File: src/rtl/vga_timing_pkg.sv
// ---------------------------------------------------------------------------
// vga_timing_pkg
// Shared constants for the raster timing generator and its consumers.
//   timing_t      : one complete set of porch/sync/active values plus sync
//                   polarities for a video mode
//   VGA_640X480   : 640x480@60, 25.175 MHz pixel clock, negative syncs
//   SVGA_800X600  : 800x600@60, 40 MHz pixel clock, positive syncs
//   XGA_1024X768  : 1024x768@60, 65 MHz pixel clock, negative syncs
//   total_width() : bits needed to count 0..total-1, used to validate the
//                   counter width chosen at elaboration
// ---------------------------------------------------------------------------
package vga_timing_pkg;

    typedef struct packed {
        int unsigned h_sync;
        int unsigned h_back;
        int unsigned h_active;
        int unsigned h_front;
        int unsigned v_sync;
        int unsigned v_back;
        int unsigned v_active;
        int unsigned v_front;
        logic        h_pol;
        logic        v_pol;
    } timing_t;

    localparam timing_t VGA_640X480 = '{
        h_sync: 96,  h_back: 48,  h_active: 640,  h_front: 16,
        v_sync: 2,   v_back: 33,  v_active: 480,  v_front: 10,
        h_pol: 1'b0, v_pol: 1'b0
    };

    localparam timing_t SVGA_800X600 = '{
        h_sync: 128, h_back: 88,  h_active: 800,  h_front: 40,
        v_sync: 4,   v_back: 23,  v_active: 600,  v_front: 1,
        h_pol: 1'b1, v_pol: 1'b1
    };

    localparam timing_t XGA_1024X768 = '{
        h_sync: 136, h_back: 160, h_active: 1024, h_front: 24,
        v_sync: 6,   v_back: 29,  v_active: 768,  v_front: 3,
        h_pol: 1'b0, v_pol: 1'b0
    };

    // Number of bits required to hold every value 0..total-1.
    function automatic int unsigned total_width(input int unsigned total);
        return (total <= 1) ? 1 : $clog2(total);
    endfunction

endpackage

File: src/rtl/vga_axis_counter.sv
// ---------------------------------------------------------------------------
// vga_axis_counter
// One raster axis: a counter that runs 0..TOTAL-1 and wraps, plus the
// combinational decode of where the current count sits in the line/frame.
// Used once for the horizontal axis (pixels) and once for the vertical
// axis (lines).
// Ports:
//   clk       : pixel clock
//   rst       : synchronous active-high reset, forces count to 0
//   en        : advance enable
//   in_sync   : count is inside the sync pulse [0, SYNC-1]
//   in_active : count is inside the visible region
//   coord     : zero-based offset into the visible region (0 outside it)
//   wrap      : count is at TOTAL-1 and en is high, i.e. it wraps this edge
// ---------------------------------------------------------------------------
module vga_axis_counter #(
    parameter int SYNC   = 96,
    parameter int BACK   = 48,
    parameter int ACTIVE = 640,
    parameter int FRONT  = 16,
    parameter int CW     = 12
) (
    input  logic          clk,
    input  logic          rst,
    input  logic          en,
    output logic          in_sync,
    output logic          in_active,
    output logic [CW-1:0] coord,
    output logic          wrap
);

    localparam int TOTAL     = SYNC + BACK + ACTIVE + FRONT;
    localparam int ACT_START = SYNC + BACK;
    localparam int ACT_END   = ACT_START + ACTIVE - 1;

    localparam logic [CW-1:0] LAST_C      = CW'(TOTAL - 1);
    localparam logic [CW-1:0] SYNC_LAST_C = CW'(SYNC - 1);
    localparam logic [CW-1:0] ACT_START_C = CW'(ACT_START);
    localparam logic [CW-1:0] ACT_END_C   = CW'(ACT_END);

    logic [CW-1:0] count;

    // Wrap is qualified by en so that downstream users (the next axis, the
    // frame counter) can treat it directly as a "step now" strobe.
    always_comb begin
        wrap      = en && (count == LAST_C);
        in_sync   = (count <= SYNC_LAST_C);
        in_active = (count >= ACT_START_C) && (count <= ACT_END_C);
        coord     = in_active ? (count - ACT_START_C) : '0;
    end

    // Free-running position counter; holds while en is low.
    always_ff @(posedge clk) begin
        if (rst) begin
            count <= '0;
        end else if (en) begin
            count <= wrap ? '0 : (count + CW'(1));
        end
    end

endmodule

File: src/rtl/vga_timing_gen.sv
// ---------------------------------------------------------------------------
// vga_timing_gen
// Raster timing generator for the display pipeline. Two axis counters
// track the current (hc, vc) position; this level decodes that position
// into registered sync, data-enable, coordinate and marker outputs, so all
// outputs lag the counters by one pixel clock.
// Ports:
//   vga_clk   : pixel clock (single domain)
//   rst       : synchronous active-high reset
//   en        : pixel enable; low freezes counters and every output
//   hsync     : H_POL during the horizontal sync pulse, ~H_POL otherwise
//   vsync     : V_POL during the vertical sync pulse, ~V_POL otherwise
//   de        : high on visible pixels
//   x, y      : zero-based visible coordinates, 0 when de is low
//   sof       : high on pixel (0,0)
//   eol       : high on the last visible pixel of each line
//   frame_cnt : completed-frame counter, wraps
// ---------------------------------------------------------------------------
module vga_timing_gen
    import vga_timing_pkg::*;
#(
    parameter int   H_SYNC   = 96,
    parameter int   H_BACK   = 48,
    parameter int   H_ACTIVE = 640,
    parameter int   H_FRONT  = 16,
    parameter int   V_SYNC   = 2,
    parameter int   V_BACK   = 33,
    parameter int   V_ACTIVE = 480,
    parameter int   V_FRONT  = 10,
    parameter logic H_POL    = 1'b0,
    parameter logic V_POL    = 1'b0,
    parameter int   CW       = 12,
    parameter int   FCW      = 16
) (
    input  logic           vga_clk,
    input  logic           rst,
    input  logic           en,
    output logic           hsync,
    output logic           vsync,
    output logic           de,
    output logic [CW-1:0]  x,
    output logic [CW-1:0]  y,
    output logic           sof,
    output logic           eol,
    output logic [FCW-1:0] frame_cnt
);

    localparam int H_TOTAL = H_SYNC + H_BACK + H_ACTIVE + H_FRONT;
    localparam int V_TOTAL = V_SYNC + V_BACK + V_ACTIVE + V_FRONT;

    localparam logic [CW-1:0] X_LAST_C = CW'(H_ACTIVE - 1);

    // Refuse to elaborate with counters too narrow for the chosen mode.
    if (CW < int'(total_width(H_TOTAL)) || CW < int'(total_width(V_TOTAL))) begin : g_cw_check
        $error("vga_timing_gen: CW is too narrow for H_TOTAL/V_TOTAL");
    end

    logic          h_in_sync;
    logic          h_in_active;
    logic [CW-1:0] h_coord;
    logic          h_wrap;
    logic          v_in_sync;
    logic          v_in_active;
    logic [CW-1:0] v_coord;
    logic          v_wrap;

    logic          de_next;
    logic [CW-1:0] x_next;
    logic [CW-1:0] y_next;
    logic          sof_next;
    logic          eol_next;

    vga_axis_counter #(
        .SYNC   (H_SYNC),
        .BACK   (H_BACK),
        .ACTIVE (H_ACTIVE),
        .FRONT  (H_FRONT),
        .CW     (CW)
    ) u_h_axis (
        .clk       (vga_clk),
        .rst       (rst),
        .en        (en),
        .in_sync   (h_in_sync),
        .in_active (h_in_active),
        .coord     (h_coord),
        .wrap      (h_wrap)
    );

    // The line counter steps once per completed line; h_wrap already
    // carries en, the explicit AND keeps that dependency obvious.
    vga_axis_counter #(
        .SYNC   (V_SYNC),
        .BACK   (V_BACK),
        .ACTIVE (V_ACTIVE),
        .FRONT  (V_FRONT),
        .CW     (CW)
    ) u_v_axis (
        .clk       (vga_clk),
        .rst       (rst),
        .en        (en && h_wrap),
        .in_sync   (v_in_sync),
        .in_active (v_in_active),
        .coord     (v_coord),
        .wrap      (v_wrap)
    );

    // Visible-pixel decode of the current position. Coordinates are forced
    // to zero outside the visible window so consumers never see stale
    // horizontal offsets during vertical blanking.
    always_comb begin
        de_next  = h_in_active && v_in_active;
        x_next   = de_next ? h_coord : '0;
        y_next   = de_next ? v_coord : '0;
        sof_next = de_next && (x_next == '0) && (y_next == '0);
        eol_next = de_next && (x_next == X_LAST_C);
    end

    // Output registers and frame counter. Everything holds while en is low,
    // so a marker pulse that is up when the stall begins stays up for it.
    // v_wrap is only high when both axes wrap on this enabled edge.
    always_ff @(posedge vga_clk) begin
        if (rst) begin
            hsync     <= ~H_POL;
            vsync     <= ~V_POL;
            de        <= 1'b0;
            x         <= '0;
            y         <= '0;
            sof       <= 1'b0;
            eol       <= 1'b0;
            frame_cnt <= '0;
        end else if (en) begin
            hsync <= h_in_sync ? H_POL : ~H_POL;
            vsync <= v_in_sync ? V_POL : ~V_POL;
            de    <= de_next;
            x     <= x_next;
            y     <= y_next;
            sof   <= sof_next;
            eol   <= eol_next;
            if (v_wrap) begin
                frame_cnt <= frame_cnt + FCW'(1);
            end
        end
    end

endmodule

File: config.mk
export PLATFORM = sky130hd
export DESIGN_NAME = vga_timing_gen
export DESIGN_NICKNAME = d
export VERILOG_FILES = /design/src/rtl/vga_timing_pkg.sv /design/src/rtl/vga_axis_counter.sv /design/src/rtl/vga_timing_gen.sv
export SDC_FILE = /design/constraint.sdc
export NUM_CORES = 1
export LEC_CHECK = 0
export CORE_MARGIN = 2
export CORE_UTILIZATION = 59
export DETAILED_ROUTE_END_ITERATION = 7
export PLACE_DENSITY = 0.95
export SYNTH_ARGS = -nofsm -noshare
export SYNTH_HDL_FRONTEND = slang
export SYNTH_SLANG_ARGS = --single-unit
File: constraint.sdc
create_clock -name vga_clk -period 4.8 [get_ports vga_clk]
set_clock_uncertainty 0.1 [all_clocks]
set_input_delay 0.72 -clock vga_clk [delete_from_list [all_inputs] [get_ports vga_clk]]
set_output_delay 0.72 -clock vga_clk [all_outputs]
set_load 0.1 [all_outputs]
==> impl_summary.md <==
Outcome
The flow ran to the end, and the final reports show no timing, DRC or antenna violations.

Route
After detailed routing, the number of remaining DRC violations is 0. The iteration count of the initial detailed-routing pass is 5. The routed design has 8600 µm of wire. After detailed routing, the number of vias per cell comes to 6.10. The count of vias placed by the detailed router is 3188. Once detail routing completed, the nets flagged for antenna violations numbered 0. The number of DRC markers in iteration 0 is 353. The detail-routed net length per standard cell is 16.4 µm.

Clocking
The TritonCTS clock tree is done. Gates resized during post-CTS repair numbered 0. The number of clock buffers inserted by TritonCTS is 9.

The clock root buffer is clkbuf_8. The longest clock path from root to sink contains 2 buffers. The H-tree was split into 3 levels. Once the clock tree was built, the setup fixing pass inserted 0 buffers. Clock tree synthesis found a total of 69 sinks. The hold buffer count at CTS is 0. After clock tree synthesis, the clock-pin slew on the worst setup and hold paths is 0.08 ns.

At the later pin of the worst-skew pair, clock insertion delay measures 0.35 ns.

Die
The die is 80.2 µm wide. The placeable core region is 5570 µm². The total die area is 6430 µm².

The number of standard-cell rows in the floorplan is 27. The I/O pin count is 48. The die is 80.2 µm tall. The initial core utilization is 61.5%.

Timing
The final critical-path share of the clock period is 67.3%. The number of endpoints failing setup at the final stage is 0. For this run, the top clock speed supported by timing is 310 MHz. The final-report hold violation count is 0. At the pin with the least slew margin, the transition time is 1.00 ns. Measured against its own limit, the worst slew margin works out to 32.9%.

The total count of max-transition violations in the final report is 0. For the final routed database, the setup TNS stands at 0 ns. The final critical delay including setup and external delays is 3.23 ns. Hold timing on the final database bottoms out at a slack of 0.380 ns. Setup repair after global routing left no endpoint under its margin.

Cells and area
Of the cells placed in the final design, the portion with a size suffix greater than 1 is 5.76%. Fill cells in the final layout number 370. The antenna diode count is 0. In the final layout, the multi-input gates occupy 1860 µm². The layout-stage area growth over the synthesis result is 20.2%.

In the final layout, flip-flops and latches occupy 1380 µm². The non-filler instance count after layout is 523. At the end of the flow, the number of nets in the layout was 460. The finished cells cover 4120 µm².

Worst setup path
STA classifies the critical path startpoint as an input pin. In this run the register-to-register setup slack is 1.97 ns. The required time at the endpoint of the critical path is 4.97 ns. The worst register-to-register path has a depth of 6. The arrival time of data at the critical path endpoint is 3.40 ns. Along the worst path, the maximum fanout reaches 12.

The element type at the critical path end is a flip-flop. The path type of the worst setup path is in -> reg.

Power
The areal power density over the cells is 285 nW/µm². Across the VDD grid, the largest voltage drop is 0.000166 V. The leakage component of the power is 1.43 nW.

Global routing
In the global route stage, overall resource usage came out at 27.9%. The wire length of the first global-routing pass is 14000 µm. The number of global-route vias before repair is 2908. After global routing the overflow that remains totals 0. Entering global routing, the biggest net connects 28 pins. The initial antenna violation count was 0.

Placed design
The HPWL reported at the end of detailed placement is 5820 µm. The cell area reported after detailed placement is 3880 µm². The routability congestion estimate from global placement is 0.907. The number of input and output port buffers inserted is 47.

Once placement completed, the tool counted placed cells totaling 507.

Synth
The count of different cell masters after synthesis is 51. The number of nets handed over by synthesis was 425. Counting flops and latches in the post-synthesis netlist gives 69.

The number of synthesized flops with an enable pin is 0. Of all flip-flops after synthesis, the portion carrying an async set or reset was 0%. In the synthesized netlist the dominant register cell turns out to be dfxtp_1. Yosys printed 0 warnings. Dividing the synthesized area by the synthesized cell count gives 8.34 µm². The combined area of all synthesized cells is 3430 µm². The register area share after synthesis is 40.3%. Synthesis handed over a netlist of 411 instances.

Hold path
The worst hold-check path type is reg -> reg. The cell count of the worst hold path is 1.

Flow run
The max-capacitance violation count is 0.
worst max-delay path, cell delays in order:
cell and delay, ns:
clkdlybuf4s50_1 0.74, and4_1 0.38, and4_1 0.44, and3_1 0.42, nand3_4 0.15, or3_1 0.34
a21oi_1 0.19
power by group:
part	switching (W)	total, W	internal, W	leakage [nW]
Sequential	0.00000399	0.000579	0.000575	0.556
Combinational	0.0000273	0.0000367	0.00000940	0.758
Clock	0.000213	0.000558	0.000345	0.116
Total	0.000245	0.00117	0.000929	1.43
through the flow:
step           util [%]  power (W)  setup slack (ns)
2_1_floorplan         -   0.000617              2.30
3_3_place_gp       69.6   0.000626              1.42
3_5_place_dp       69.6   0.000627              1.34
4_1_cts            73.9    0.00118              1.63
5_1_grt            73.9    0.00121              1.42
6_report           73.9    0.00117              1.57
worst paths after layout:
kind | start | endpoint
setup / recovery | en | frame_cnt[6]$_SDFFE_PP0P_
hold / removal | y[10]$_SDFFE_PP0P_ | y[10]$_SDFFE_PP0P_
hold reg to reg | y[10]$_SDFFE_PP0P_ | y[10]$_SDFFE_PP0P_
setup reg to reg | u_h_axis.count[8]$_SDFFE_PP0P_ | frame_cnt[6]$_SDFFE_PP0P_
cells in the mapped netlist (5+ instances only):
cell type	number	area (µm²)
nor2_1	72	270
dfxtp_1	69	1380
nand2_1	23	86.3
xnor2_1	21	184
a21oi_1	20	100
a22oi_1	19	143
xor2_1	17	149
o21ai_0	16	80.1
clkbuf_1	15	56.3
inv_1	14	52.6
nand4_1	14	87.6
ha_1	11	138
nand3_1	11	55.1
or3_1	11	68.8
nor3_1	10	50.1
and3_1	5	31.3
buf_2	5	25.0
nand2b_1	5	31.3
nor4_1	5	31.3
placed cells by master, fill, tap and decap left out, types with 4 or more instances in the layout:
| cell type | netlist | routed |
|---|---|---|
| nor2_1 | 72 | 72 |
| dfxtp_1 | 69 | 69 |
| clkdlybuf4s50_1 | 0 | 47 |
| nand2_1 | 23 | 23 |
| xnor2_1 | 21 | 21 |
| a21oi_1 | 20 | 20 |
| a22oi_1 | 19 | 19 |
| xor2_1 | 17 | 17 |
| o21ai_0 | 16 | 16 |
| inv_1 | 14 | 14 |
| nand4_1 | 14 | 14 |
| nand3_1 | 11 | 11 |
| or3_1 | 11 | 11 |
| ha_1 | 11 | 11 |
| nor3_1 | 10 | 10 |
| clkbuf_8 | 0 | 9 |
| nand2b_1 | 5 | 5 |
| and3_1 | 5 | 5 |
| nor4_1 | 5 | 5 |
| nor2b_1 | 4 | 4 |
| nand3b_1 | 4 | 4 |
flip-flops by register name, summed over array words and instances (netlist names):
name and flops:
frame_cnt 16, u_h_axis.count 12, u_v_axis.count 12, x 12, y 12, de 1, eol 1, hsync 1
sof 1, vsync 1
routing by layer:
layer	vias up	global-route usage, %	part of all wire (%)
li1	1492	-	-
met1	1508	37.7	44
met2	160	43.9	47
met3	28	4.83	6.6
met4	0	12.0	2.5
met5	-	0	0
area by class of cell:
| class | instances | share of cell area, % |
|---|---|---|
| clock buffers | 10 | 3.10 |
| well taps | 72 | 2.19 |
| repair buffers | 50 | 12.0 |
| flip-flops and latches | 69 | 33.5 |
| clock inverters | 6 | 2.70 |
| inverters | 15 | 1.37 |
| multi-input cells | 301 | 45.1 |
cell families (layout without fill, tap and decap cells):
| kind of cell | after synthesis | after routing | synth area share (%) |
|---|---|---|---|
| AOI/OAI and AO/OA | 68 | 68 | 12.5 |
| xor gates and xnor gates | 38 | 38 | 9.71 |
| adders and majority gates | 11 | 11 | 4.02 |
| buffers and inverters | 41 | 81 | 5.48 |
| DFF | 69 | 69 | 40.3 |
| muxes | 2 | 2 | 0.584 |
| and+or+nand+nor | 182 | 182 | 27.5 |
No activity file was read; power rests on OpenSTA's default activity.
